**src/rtl/uart_pkg.sv**
```systemverilog
// Shared UART constants and types used by the receive path and its benches.
package uart_pkg;

    localparam int UART_BYTE_W   = 8;
    localparam int CLKS_PER_BIT  = 217;   // 25 MHz / 115200 baud
    localparam int BIT_PERIOD_NS = 8680;

    typedef logic [UART_BYTE_W-1:0] uart_byte_t;

endpackage

```
**src/rtl/uart_fifo_mem.sv**
```systemverilog
// Byte storage for the receive FIFO: synchronous write port, asynchronous read port.
module uart_fifo_mem #(
    parameter int DEPTH = 16,
    parameter int WIDTH = 8,
    parameter int AW    = $clog2(DEPTH)
) (
    input  logic             clk_i,
    input  logic             we_i,
    input  logic [AW-1:0]    waddr_i,
    input  logic [WIDTH-1:0] wdata_i,
    input  logic [AW-1:0]    raddr_i,
    output logic [WIDTH-1:0] rdata_o
);

    logic [WIDTH-1:0] mem [DEPTH];

    // Contents are never reset; validity is tracked by the pointers in the parent.
    always_ff @(posedge clk_i) begin
        if (we_i) begin
            mem[waddr_i] <= wdata_i;
        end
    end

    assign rdata_o = mem[raddr_i];

endmodule

```
**src/rtl/uart_rx_fifo.sv**
```systemverilog
// First-word-fall-through byte buffer behind the UART receiver, with occupancy
// status and a sticky overflow flag for bytes dropped while full.
module uart_rx_fifo
    import uart_pkg::*;
#(
    parameter int DEPTH        = 16,
    parameter int WIDTH        = UART_BYTE_W,
    parameter int AFULL_THRESH = 12
) (
    input  logic                     clk_i,
    input  logic                     rst_i,
    input  logic                     rx_dv_i,
    input  logic [WIDTH-1:0]         rx_byte_i,
    output logic                     rd_valid_o,
    output logic [WIDTH-1:0]         rd_data_o,
    input  logic                     rd_ready_i,
    output logic [$clog2(DEPTH):0]   count_o,
    output logic                     empty_o,
    output logic                     full_o,
    output logic                     almost_full_o,
    output logic                     overflow_o,
    input  logic                     overflow_clr_i
);

    localparam int AW = $clog2(DEPTH);
    localparam int CW = AW + 1;

    logic [AW-1:0] wr_ptr;
    logic [AW-1:0] rd_ptr;
    logic [CW-1:0] count;
    logic          push;
    logic          pop;
    logic          drop;

    // Read handshake: the head byte transfers on any rising edge where
    // rd_valid_o and rd_ready_i are both high; rd_data_o holds the head
    // until then. rd_ready_i only feeds next-state logic, never an output.
    assign pop  = rd_valid_o && rd_ready_i;
    assign push = rx_dv_i && (!full_o || pop);
    assign drop = rx_dv_i && full_o && !pop;

    always_ff @(posedge clk_i or posedge rst_i) begin
        if (rst_i) begin
            wr_ptr <= '0;
            rd_ptr <= '0;
            count  <= '0;
        end else begin
            if (push) begin
                wr_ptr <= wr_ptr + AW'(1);
            end
            if (pop) begin
                rd_ptr <= rd_ptr + AW'(1);
            end
            if (push && !pop) begin
                count <= count + CW'(1);
            end else if (pop && !push) begin
                count <= count - CW'(1);
            end
        end
    end

    // A fresh drop outranks a clear in the same cycle so no loss goes unreported.
    always_ff @(posedge clk_i or posedge rst_i) begin
        if (rst_i) begin
            overflow_o <= 1'b0;
        end else if (drop) begin
            overflow_o <= 1'b1;
        end else if (overflow_clr_i) begin
            overflow_o <= 1'b0;
        end
    end

    uart_fifo_mem #(
        .DEPTH (DEPTH),
        .WIDTH (WIDTH),
        .AW    (AW)
    ) u_mem (
        .clk_i   (clk_i),
        .we_i    (push),
        .waddr_i (wr_ptr),
        .wdata_i (rx_byte_i),
        .raddr_i (rd_ptr),
        .rdata_o (rd_data_o)
    );

    assign count_o       = count;
    assign empty_o       = (count == '0);
    assign full_o        = (count == CW'(DEPTH));
    assign almost_full_o = (count >= CW'(AFULL_THRESH));
    assign rd_valid_o    = !empty_o;

endmodule

```
**config.mk**
```make
export PLATFORM = sky130hd
export DESIGN_NAME = uart_rx_fifo
export DESIGN_NICKNAME = d
export VERILOG_FILES = /design/src/rtl/uart_pkg.sv /design/src/rtl/uart_fifo_mem.sv /design/src/rtl/uart_rx_fifo.sv
export SDC_FILE = /design/constraint.sdc
export NUM_CORES = 1
export LEC_CHECK = 0
export CAP_MARGIN = 20
export CELL_PAD_IN_SITES_DETAIL_PLACEMENT = 0
export CELL_PAD_IN_SITES_GLOBAL_PLACEMENT = 1
export CORE_MARGIN = 1.5
export CORE_UTILIZATION = 52
export CTS_CLUSTER_SIZE = 30
export DETAILED_ROUTE_END_ITERATION = 8
export HOLD_SLACK_MARGIN = 0.12
export PLACE_DENSITY_LB_ADDON = 0.25
export SYNTH_ARGS = -nofsm -noshare
export SYNTH_HDL_FRONTEND = slang
export SYNTH_HIERARCHICAL = 1
export SYNTH_SLANG_ARGS = --single-unit
```
**constraint.sdc**
```tcl
create_clock -name clk_i -period 3.3 [get_ports clk_i]
set_input_delay 0.33 -clock clk_i [delete_from_list [all_inputs] [get_ports clk_i]]
set_output_delay 0.33 -clock clk_i [all_outputs]
set_load 0.1 [all_outputs]
```
==> impl_metrics.py <==
metrics = {
    "sta": {
        "period_minus_slack_ns": 2.88,
        "slew_viol_final": 0,
        "hold_viol_final": 0,
        "tns_ns": 0,
        "rsz0062_at_grt": "false",
        "fmax_ghz": 0.348,
        "worst_slew_pin_slew_ns": 0.978,
        "fin_crit_sh_pct": 87.2,
        "fin_worst_skew_ns": 0.00588,
        "finalSetupViolCount": 0,
        "slew_headroom_pct": 34.6,
    },
    "final_layout": {
        "fill_cells": 764,
        "drive_gt1_share_pct": 24.5,
        "syn_to_final_growth_pct": 19.9,
        "nets": 378,
        "diodes": 0,
    },
    "run": {
        "drv_cap": 0,
    },
    "synth": {
        "syn_area_um2": 5800,
        "synth.distinct_cells": 44,
        "yosysSeqAreaShare_pct": 72.3,
        "synth.avg_cell_area_um2": 19.7,
        "synth_area_leaders": "edfxtp_1, mux4_2, mux4_1",
        "synth_top_area_cell": "edfxtp_1",
        "synth_enable_flop_cells": 128,
        "synth-main-ff-cell": "edfxtp_1",
        "async_flop_share_pct": 9.86,
        "synth_fp_nets": 315,
        "ys_ff_latch": 142,
        "syn_inst": 295,
        "yosys.area.top_type_share_pct": 66.2,
        "ys.warnings.count": 6,
    },
    "floorplan": {
        "die_area_um2": 11800,
        "initial_core_util_pct": 53.5,
        "row_count": 38,
        "die_h_um": 109,
        "core-area_um2": 10800,
        "pin_count": 31,
        "die_w_um": 109,
    },
    "worst_hold_path": {
        "hp-class": "in2async",
    },
    "clocking": {
        "clockBufferDepth": 2,
        "cts_made_buffers": 17,
        "htree_levels": 4,
        "cts_resized": 0,
        "cts_root_buffer": "clkbuf_8",
        "clk_pin_slew_ns": 0.06,
        "clk_latency_ns": 0.52,
        "post_cts_buffers": 0,
        "cts_tree": "built",
        "cts.sinks": 142,
        "ctsHoldBuffers": 0,
    },
    "critical_path": {
        "cp_cell_sequence": "nor4_4 > nand2_1 > clkdlybuf4s50_1",
        "cp.arrival_ns": 2.55,
        "crit_slowest_cell": "clkdlybuf4s50_1",
        "critPathMaxFanout": 5,
        "worstSetupStartpointType": "flop",
        "cp-startpoint": "count_o[2]",
        "r2r-start": "count_o[2]",
        "endpoint_kind": "output pin",
        "cp_slowest_stage_delay_ns": 0.99,
        "worstPathRequired_ns": 2.97,
        "crit_type": "reg2out",
    },
    "global_routing": {
        "grt_pass1_vias": 2929,
        "track_usage_pct": 21.5,
        "grt_pass1_wl_mm": 17.3,
        "grt_max_degree": 22,
        "antenna_found_initial": 0,
        "grt_overflow": 0,
    },
    "detailed_routing": {
        "detail-route-antenna-nets": 0,
        "drt_pass1_iterations": 5,
        "route.detailed.drc": 0,
        "drtIter0Drc": 224,
        "vias_per_cell": 5.90,
        "wl_per_cell_um": 22.9,
        "num_vias": 3014,
        "wl_mm": 11.7,
    },
    "placed_design": {
        "routabilityCongestion": 0.744,
        "hpwlAfterDp_mm": 7.46,
        "portBuffers": 30,
    },
    "status": {
        "status": "finished, final reports clean",
    },
}
-- synth_stat cells (4+ instances only) --
cell type / n
nand2_1: 15
xor2_1: 4
nor2_1: 14
dfrtp_1: 14
buf_2: 4
xnor2_1: 5
edfxtp_1: 128
a22oi_1: 16
ha_1: 6
inv_1: 10
mux4_1: 14
nor3_1: 4
nand3_1: 4
mux4_2: 18
-- state kept, by name, summed over array words and instances (netlist names) --
signal      cells
u_mem/mem     128
count_o         5
rd_ptr          4
wr_ptr          4
overflow_o      1
-- per-stage QoR --
stage                     utilization, %  cells  instance area, um^2  worst slack, ns  hold slack [ns]
after floorplan                        -    295                 5800            0.149            0.219
after global placement              58.8    479                 6370            0.586            0.485
after detailed placement            58.8    479                 6370            0.514            0.499
after CTS                           64.2    511                 6960            0.384            0.170
after global routing                64.2    511                 6960            0.317            0.208
final                               64.2    511                 6960            0.424            0.163
-- placed cells by master (no fill, tap or decap), types with 5 or more instances in the layout --
master	instances
clkdlybuf4s50_1	19
mux4_2	18
ha_1	6
clkbuf_16	16
inv_1	10
nand2_1	15
edfxtp_1	128
buf_4	34
mux4_1	14
nor2_1	14
xnor2_1	5
dfrtp_1	13
a22oi_1	16
-- path summary, 6_finish.rpt --
path / to / slack [ns] / cells after the start
worst min register to register: overflow_o / 0.51 / 1
worst min-delay path: wr_ptr[3] / 0.16 / 2
max in group asynchronous: rd_ptr[0] / 2.74 / 2
min in group clk_i: rd_ptr[2] / 0.41 / 3
worst max register to register: count_o[4] / 0.66 / 8
worst max-delay path: rd_valid_o / 0.42 / 3
-- worst max-delay path: cells and delay by family (launching register included) --
kind | cells | cell delay [ns]
flops | 1 | 0.46
buf+inv | 1 | 0.99
simple gates | 2 | 0.57
-- kinds of logic (layout without fill, tap and decap cells) --
family / after synthesis / count (layout) / share of synthesized area [%]
flip-flops: 142 / 142 / 72.3
multiplexers: 35 / 35 / 14.0
AND/OR/NAND/NOR: 53 / 53 / 4.68
AO/OA/AOI/OAI: 28 / 28 / 3.86
XOR/XNOR: 9 / 9 / 1.36
buffers and inverters: 21 / 97 / 2.22
adder cells (fa/ha/maj): 7 / 7 / 1.64
-- final cells by class --
cell class	instances	area (um^2)	area share (%)
Sequential cell	142	4200	60.3
Multi-Input combinational cell	132	1480	21.3
Timing Repair Buffer	55	485	6.98
Clock buffer	18	418	6.01
Tap cell	140	175	2.52
Clock inverter	14	165	2.37
Inverter	10	37.5	0.540
-- layer usage --
layer / global-route usage [%] / vias up / part of all wire [%]
li1: - / 1340 / -
met1: 29.5 / 1526 / 43
met2: 33.9 / 123 / 49
met3: 5.44 / 25 / 5.7
met4: 7.71 / 0 / 2.4
met5: 0 / - / 0
Power is not shown: default switching activity piles up to over one toggle a cycle in this logic, so the estimate is an artifact.
